**config.mk**
```make
export PLATFORM = sky130hd
export DESIGN_NAME = sram_port_arbiter_flat
export DESIGN_NICKNAME = d
export VERILOG_FILES = /design/src/rtl/width_param.sv /design/src/rtl/core_pkg.sv /design/src/rtl/sram_if.sv /design/src/rtl/sram_port_arbiter.sv /design/src/flat_wrapper.sv
export SDC_FILE = /design/constraint.sdc
export NUM_CORES = 1
export LEC_CHECK = 0
export ABC_AREA = 1
export CAP_MARGIN = 30
export CORE_AREA = 4 4 116 118
export CTS_BUF_LIST = sky130_fd_sc_hd__clkbuf_2 sky130_fd_sc_hd__clkbuf_4 sky130_fd_sc_hd__clkbuf_8
export DETAILED_ROUTE_END_ITERATION = 12
export DIE_AREA = 0 0 120 122
export SYNTH_ARGS = -nofsm -noshare
export SYNTH_HDL_FRONTEND = slang
export SYNTH_SLANG_ARGS = --single-unit
```
**constraint.sdc**
```tcl
create_clock -name clk -period 1.1 [get_ports clk]
set_input_delay 0.22 -clock clk [delete_from_list [all_inputs] [get_ports clk]]
set_output_delay 0.22 -clock clk [all_outputs]
set_load 0.02 [all_outputs]
```
**src/rtl/width_param.sv**
```systemverilog
// Bus widths shared by the core memory path.
package width_param;
  localparam int ADDR_WIDTH   = 32;
  localparam int DATA_WIDTH   = 32;
  localparam int NUM_OF_BYTES = 4;
endpackage

```
**src/rtl/core_pkg.sv**
```systemverilog
// Arbiter state/owner types, starvation default and word-alignment helper.
package core_pkg;
  import width_param::*;

  typedef enum logic [1:0] {IDLE, RSP_IF, RSP_MEM} arb_state_t;
  typedef enum logic {OWN_IF, OWN_MEM} arb_owner_t;

  localparam int STARVE_LIMIT_DEF = 3;

  function automatic logic [ADDR_WIDTH-1:0] word_align(input logic [ADDR_WIDTH-1:0] a);
    return {a[ADDR_WIDTH-1:2], 2'b00};
  endfunction
endpackage

```
**src/rtl/sram_if.sv**
```systemverilog
// Single-port synchronous SRAM: read data returns the cycle after rd_en.
interface sram_if;
  import width_param::*;

  logic                    rd_en;
  logic [ADDR_WIDTH-1:0]   rd_addr;
  logic [DATA_WIDTH-1:0]   rd_data;
  logic                    wr_en;
  logic [ADDR_WIDTH-1:0]   wr_addr;
  logic [DATA_WIDTH-1:0]   wr_data;
  logic [NUM_OF_BYTES-1:0] wr_mask;

  modport m (output rd_en, rd_addr, wr_en, wr_addr, wr_data, wr_mask, input rd_data);
  modport s (input rd_en, rd_addr, wr_en, wr_addr, wr_data, wr_mask, output rd_data);
endinterface

```
**src/rtl/sram_port_arbiter.sv**
```systemverilog
// Shares one SRAM port between fetch and memory stage; MEM wins unless IF has starved.
// One acceptance per cycle, response exactly one cycle later; losers retry, no buffering.
module sram_port_arbiter
  import core_pkg::*;
  import width_param::*;
#(
  parameter int STARVE_LIMIT = STARVE_LIMIT_DEF
) (
  input  logic                    clk,
  input  logic                    rst_n,
  input  logic                    if_req_valid,
  input  logic [ADDR_WIDTH-1:0]   if_req_addr,
  output logic                    if_req_ready,
  input  logic                    if_flush,
  output logic                    if_rsp_valid,
  output logic [DATA_WIDTH-1:0]   if_rsp_data,
  input  logic                    mem_req_valid,
  input  logic                    mem_req_we,
  input  logic [ADDR_WIDTH-1:0]   mem_req_addr,
  input  logic [DATA_WIDTH-1:0]   mem_req_wdata,
  input  logic [NUM_OF_BYTES-1:0] mem_req_wmask,
  output logic                    mem_req_ready,
  output logic                    mem_rsp_valid,
  output logic [DATA_WIDTH-1:0]   mem_rsp_data,
  sram_if.m                       sram_io
);

  localparam int CW = $clog2(STARVE_LIMIT + 1);
  localparam logic [CW-1:0] LIMIT = CW'(STARVE_LIMIT);

  arb_state_t    r_state;
  arb_state_t    w_state_nxt;
  arb_owner_t    w_owner;
  logic [CW-1:0] r_starve_cnt;
  logic          r_mem_we;
  logic          w_if_prio;
  logic          w_if_acc;
  logic          w_mem_acc;

  // Each ready looks only at the other requester's valid, never its own.
  assign w_if_prio     = (r_starve_cnt == LIMIT);
  assign if_req_ready  = rst_n & (w_if_prio | ~mem_req_valid);
  assign mem_req_ready = rst_n & ~(w_if_prio & if_req_valid);
  assign w_if_acc      = if_req_valid & if_req_ready;
  assign w_mem_acc     = mem_req_valid & mem_req_ready;

  always_comb begin
    sram_io.rd_en   = 1'b0;
    sram_io.rd_addr = '0;
    sram_io.wr_en   = 1'b0;
    sram_io.wr_addr = '0;
    sram_io.wr_data = '0;
    sram_io.wr_mask = '0;
    w_owner         = OWN_MEM;
    if (w_if_acc) begin
      w_owner         = OWN_IF;
      sram_io.rd_en   = 1'b1;
      sram_io.rd_addr = word_align(if_req_addr);
    end else if (w_mem_acc) begin
      if (mem_req_we) begin
        sram_io.wr_en   = 1'b1;
        sram_io.wr_addr = word_align(mem_req_addr);
        sram_io.wr_data = mem_req_wdata;
        sram_io.wr_mask = mem_req_wmask;
      end else begin
        sram_io.rd_en   = 1'b1;
        sram_io.rd_addr = word_align(mem_req_addr);
      end
    end
  end

  always_comb begin
    w_state_nxt = IDLE;
    if (w_if_acc || w_mem_acc) begin
      w_state_nxt = (w_owner == OWN_IF) ? RSP_IF : RSP_MEM;
    end
  end

  always_ff @(posedge clk) begin
    if (!rst_n) begin
      r_state      <= IDLE;
      r_starve_cnt <= '0;
      r_mem_we     <= 1'b0;
    end else begin
      r_state  <= w_state_nxt;
      r_mem_we <= w_mem_acc & mem_req_we;
      if (!if_req_valid || w_if_acc) begin
        r_starve_cnt <= '0;
      end else if (r_starve_cnt != LIMIT) begin
        r_starve_cnt <= r_starve_cnt + CW'(1);
      end
    end
  end

  // Gating with rst_n drops a pending response the moment reset is applied.
  assign if_rsp_valid  = rst_n & (r_state == RSP_IF) & ~if_flush;
  assign mem_rsp_valid = rst_n & (r_state == RSP_MEM);
  assign if_rsp_data   = if_rsp_valid ? sram_io.rd_data : '0;
  assign mem_rsp_data  = (mem_rsp_valid & ~r_mem_we) ? sram_io.rd_data : '0;

endmodule

```
**src/flat_wrapper.sv**
```systemverilog
// flat-port wrapper written by rule: the top's interface ports become plain ports
module sram_port_arbiter_flat import core_pkg::*; import width_param::*;
#(
  parameter int STARVE_LIMIT = STARVE_LIMIT_DEF
)
  (clk, rst_n, if_req_valid, if_req_addr, if_req_ready, if_flush, if_rsp_valid, if_rsp_data, mem_req_valid, mem_req_we, mem_req_addr, mem_req_wdata, mem_req_wmask, mem_req_ready, mem_rsp_valid, mem_rsp_data, sram_io_rd_en, sram_io_rd_addr, sram_io_wr_en, sram_io_wr_addr, sram_io_wr_data, sram_io_wr_mask, sram_io_rd_data);
  sram_if sram_io_i ();
  input  logic clk;
  input  logic rst_n;
  input  logic if_req_valid;
  input  logic [ADDR_WIDTH-1:0] if_req_addr;
  output logic if_req_ready;
  input  logic if_flush;
  output logic if_rsp_valid;
  output logic [DATA_WIDTH-1:0] if_rsp_data;
  input  logic mem_req_valid;
  input  logic mem_req_we;
  input  logic [ADDR_WIDTH-1:0] mem_req_addr;
  input  logic [DATA_WIDTH-1:0] mem_req_wdata;
  input  logic [NUM_OF_BYTES-1:0] mem_req_wmask;
  output logic mem_req_ready;
  output logic mem_rsp_valid;
  output logic [DATA_WIDTH-1:0] mem_rsp_data;
  output wire logic [$bits(sram_io_i.rd_en)-1:0] sram_io_rd_en;
  output wire logic [$bits(sram_io_i.rd_addr)-1:0] sram_io_rd_addr;
  output wire logic [$bits(sram_io_i.wr_en)-1:0] sram_io_wr_en;
  output wire logic [$bits(sram_io_i.wr_addr)-1:0] sram_io_wr_addr;
  output wire logic [$bits(sram_io_i.wr_data)-1:0] sram_io_wr_data;
  output wire logic [$bits(sram_io_i.wr_mask)-1:0] sram_io_wr_mask;
  input wire logic [$bits(sram_io_i.rd_data)-1:0] sram_io_rd_data;
  assign sram_io_rd_en = sram_io_i.rd_en;
  assign sram_io_rd_addr = sram_io_i.rd_addr;
  assign sram_io_wr_en = sram_io_i.wr_en;
  assign sram_io_wr_addr = sram_io_i.wr_addr;
  assign sram_io_wr_data = sram_io_i.wr_data;
  assign sram_io_wr_mask = sram_io_i.wr_mask;
  assign sram_io_i.rd_data = sram_io_rd_data;
  sram_port_arbiter #(.STARVE_LIMIT(STARVE_LIMIT)) u_core (.clk(clk), .rst_n(rst_n), .if_req_valid(if_req_valid), .if_req_addr(if_req_addr), .if_req_ready(if_req_ready), .if_flush(if_flush), .if_rsp_valid(if_rsp_valid), .if_rsp_data(if_rsp_data), .mem_req_valid(mem_req_valid), .mem_req_we(mem_req_we), .mem_req_addr(mem_req_addr), .mem_req_wdata(mem_req_wdata), .mem_req_wmask(mem_req_wmask), .mem_req_ready(mem_req_ready), .mem_rsp_valid(mem_rsp_valid), .mem_rsp_data(mem_rsp_data), .sram_io(sram_io_i));
endmodule
```
-- Word level (Yosys, flattened, before mapping)
Cells that the tools add are included.
- logic and storage cells: 50
- output and inout port bits: 170
- register bits: 5
- input bits: 138
- reductions and logical operators: 5
- bitwise gates (word level): 16
- multiplexer cells: 21
- add/sub/neg operators: 1
- equality and inequality tests: 4
- operators with widths (cell ; count):
    32-bit two-way mux ; 11
    4-bit two-way mux ; 3
    1-bit AND ; 10
    1-bit two-way mux ; 6
    1-bit NOT ; 5
    2-bit == test, second input constant ; 2
    2-bit by 1-bit adder with 2-bit output, second input constant ; 1
    2-bit by 1-bit == test with 1-bit output, second input constant ; 1
    1-bit logical OR ; 2
    2-bit two-way mux ; 1
    2-bit != test, second input constant ; 1
    2-bit AND reduction ; 1
    2-bit OR reduction ; 1
    1-bit zero test ; 1
    1-bit bitwise OR ; 1

-- Depth between registers and ports, before layout
- word-level depth: 7
- depth in mapped cells: 6
- gate-level depth less buffers: 5

-- Least setup slack after synthesis
No wires, ideal clock.
- kind: reg-to-output
- start point: register u_core.r_starve_cnt[0]
- end point: output port sram_io_rd_addr[20]
- cell stages (with the launch flop): 6
- buffers on the path: 1
- arrival time: 1.390 ns
- slack: -0.510 ns
- path through: dfxtp_1 > ha_1 > nand2_1 > nand3_2 > clkbuf_1 > o21ai_0
- word-level cells in the longest chain between the ends: 7
- ends and longest elaborated chain (what ; RTL line ; source):
    from (decl) ; sram_port_arbiter.sv:34 ; logic [CW-1:0] r_starve_cnt;
    from (signal assigned) ; sram_port_arbiter.sv:90 ; r_starve_cnt <= r_starve_cnt + CW'(1);
    2-bit == test (*) ; sram_port_arbiter.sv:41 ; assign w_if_prio = (r_starve_cnt == LIMIT);
    1-bit AND ; sram_port_arbiter.sv:43 ; assign mem_req_ready = rst_n & ~(w_if_prio & if_req_valid);
    1-bit NOT ; sram_port_arbiter.sv:43 ;
    1-bit AND ; sram_port_arbiter.sv:43 ;
    1-bit AND ; sram_port_arbiter.sv:45 ; assign w_mem_acc = mem_req_valid & mem_req_ready;
    32-bit two-way mux ; sram_port_arbiter.sv:59 ; end else if (w_mem_acc) begin
    32-bit two-way mux (*) ; sram_port_arbiter.sv:55 ; if (w_if_acc) begin
    to (decl) ; flat_wrapper.sv:25 ; output wire logic [$bits(sram_io_i.rd_addr)-1:0] sram_io_rd_addr;
Every way passes the cells marked *; elsewhere a longest branch is shown, timed or not.

-- Worst setup path after layout
- start point: register u_core.r_starve_cnt[1]
- end point: output port sram_io_rd_addr[10]
Same word-level chain as after synthesis.

==> impl_metrics.py <==
metrics = {
    "grt": {
        "antenna_found_initial": 0,
        "grt_max_degree": 41,
        "grt_pass1_vias": 3942,
        "grt_use_total_pct": 17.13,
        "overflow": 0,
        "grt_pass1_wl_mm": 20.43,
    },
    "clock_network": {
        "numCtsBuffers": 3,
        "cts-hold-fix-buffers": 0,
        "cts_root_buf": "clkbuf_8",
        "cts_tree": "built",
        "cts_sinks": 5,
        "clock_latency_ns": 0.22,
        "path_clk_slew_ns": 0.04,
        "clock_path_buffers": 2,
        "cts_max_level": 1,
    },
    "cells_and_area": {
        "finalNetCount": 884,
        "syn_to_final_growth_pct": 343.0,
        "nFillCells": 1050,
        "drive_gt1_share_pct": 58.87,
        "num_antenna_cells": 0,
    },
    "placement": {
        "dp_slack_ns": -1.182,
        "gp_congestion": 0.8694,
        "io_buffers": 299,
        "place_hpwl_mm": 10.95,
    },
    "floorplan": {
        "rows": 41,
        "die_y_um": 122,
        "core_mm2": 0.01247,
        "die_w_um": 120,
        "die-area_mm2": 0.01464,
        "start_util_pct": 13.82,
        "ios": 308,
    },
    "run_status": {
        "status": "finished with violations",
        "violations": "negative setup slack",
    },
    "critical_path": {
        "crit_path_start_kind": "flop",
        "crit_arrival_ns": 1.55,
        "end_kind": "output pin",
        "crit_slowest_cell": "dfxtp_2",
        "critPathKind": "reg2out",
        "path_cells": "ha_4 > nand2_4 > buf_12 > nand3_4 > buf_6 > o21ai_4 > buf_4",
        "cpPeakStageDelay_ns": 0.32,
        "cp.buffers_inverters": 3,
        "required_ns": 0.88,
        "crit_family": "buffers and inverters",
        "r2r_setup_slack_ns": -0.12,
        "cp_max_fo": 10,
    },
    "sta": {
        "skew_ns": 0.003024,
        "drv_slew": 0,
        "post-route-min-period_ns": 1.766,
        "hold_ws_ns": 0.4217,
        "fmax_mhz": 566.3,
        "setup_viol": 169,
        "rsz0062_at_grt": "yes",
        "worst_slack_ns": -0.6657,
        "hold_violations": 0,
        "fin_crit_sh_pct": 160.5,
    },
    "synth": {
        "netlist_area_mm2": 0.001723,
        "ys_warn_count": 0,
        "yosysSeqAreaShare_pct": 5.810,
        "synth_seq_cells": 5,
        "synth_top_cell_area_share_pct": 29.41,
        "synthTopCellsByArea": "nor2_1 (29%), nand2_1 (22%), nand3_1 (9.3%)",
        "synth.avg_cell_area_um2": 4.406,
        "synth_cell_types": 17,
        "postSynthCellCount": 391,
        "yosys.area.top_type": "nor2_1",
    },
    "detailed_routing": {
        "routedWlPerCell_um": 17.92,
        "wl_mm": 16.42,
        "viasPerCell": 4.306,
        "via_count": 3944,
        "antenna_left": 0,
        "post-route-drc-count": 0,
        "drt_iter0_drc": 115,
        "drt_pass1_iterations": 4,
    },
    "job": {
        "max-cap-violations": 0,
    },
    "worst_hold_path": {
        "min_path_type": "reg2reg",
    },
    "power": {
        "ir_drop_v": 0.0002905,
        "power_density_mw_per_mm2": 385.4,
        "p_leak_nw": 3.193,
    },
}
## cells by family after synthesis
logic type / synth area share (%)
adder cells (fa/ha/maj): 0.7261
AO/OA/AOI/OAI: 9.876
buffers and inverters: 21.13
AND/OR/NAND/NOR: 62.24
flip-flops: 5.810
other: 0.2177
## where the power goes
part	internal, W	switching (W)	total [W]
logic	0.00121	0.00116	0.00237
registers	0.000191	0.00000675	0.000197
clock network	0.000274	0.0000956	0.000369
## routing by layer
metal	wire (µm)	GRT usage (%)	vias up
li1	-	-	1881
met1	5519	17.21	1832
met2	9054	34.07	210
met3	1596	5.757	21
met4	244	3.436	0
met5	0	0	-
## through the flow
step	instance area, µm²	util (%)	TNS [ns]	total power (W)	instances
after floorplan	2784	-	-30.86	0.001104	394
after global placement	5992	48.07	-179.30	0.002052	859
after detailed placement	5992	48.07	-178.94	0.002065	859
after CTS	6460	51.82	-95.24	0.002545	892
after global routing	7632	61.23	-98.65	0.003088	916
final	7632	61.23	-91.14	0.002941	916
## cells in the mapped netlist (all sizes together)
cell and count:
dfxtp 5, a21oi 3, clkbuf 9, ha 1, nand3 33, buf 28
nand2 103, o21ai 31, nor2 136, inv 41, conb 1
## sequential cells by signal (all words and copies together) (netlist names)
register / count
u_core.r_starve_cnt: 2
u_core.r_state: 2
u_core.r_mem_we: 1
## final cells by class
cell class | instances | area (µm²) | area share (%)
Sequential cell | 5 | 105.1 | 1.377
Timing Repair Buffer | 382 | 4448 | 58.28
Tap cell | 172 | 215.2 | 2.820
Clock buffer | 4 | 48.80 | 0.6393
Inverter | 41 | 161.4 | 2.115
Multi-Input combinational cell | 312 | 2654 | 34.77
## what timing repair did
item                                    in CTS  in global routing
pin swaps                                    6                 21
cloned                                       6                 17
endpoints found under the setup margin     171                169
resized for setup                          811                351
setup buffers                               23                 13
## layout by cell type (no fill, tap or decap), types with 3 or more instances in the layout
master,n
nand3_1,27
nand2_1,98
clkbuf_16,10
buf_4,27
clkdlybuf4s50_1,128
conb_1,4
nor2_4,120
clkbuf_8,3
inv_1,38
buf_6,180
buf_16,6
buf_8,7
dfxtp_2,4
nor2_1,6
nand3_4,3
nor2_2,10
nand3_2,4
o21ai_4,31
dlygate4sd2_1,3
buf_12,19
## worst paths after layout
check                           cells after the start                           startpoint                                   to
worst min-delay path                                1  u_core.r_starve_cnt[0]$_SDFFE_PP0P_  u_core.r_starve_cnt[0]$_SDFFE_PP0P_
worst min register to register                      1  u_core.r_starve_cnt[0]$_SDFFE_PP0P_  u_core.r_starve_cnt[0]$_SDFFE_PP0P_
worst max-delay path                                7  u_core.r_starve_cnt[1]$_SDFFE_PP0P_                  sram_io_rd_addr[10]
worst max register to register                      7  u_core.r_starve_cnt[1]$_SDFFE_PP0P_         u_core.r_state[1]$_SDFF_PN0_
Note: power is estimated with default switching activity, not from simulation.
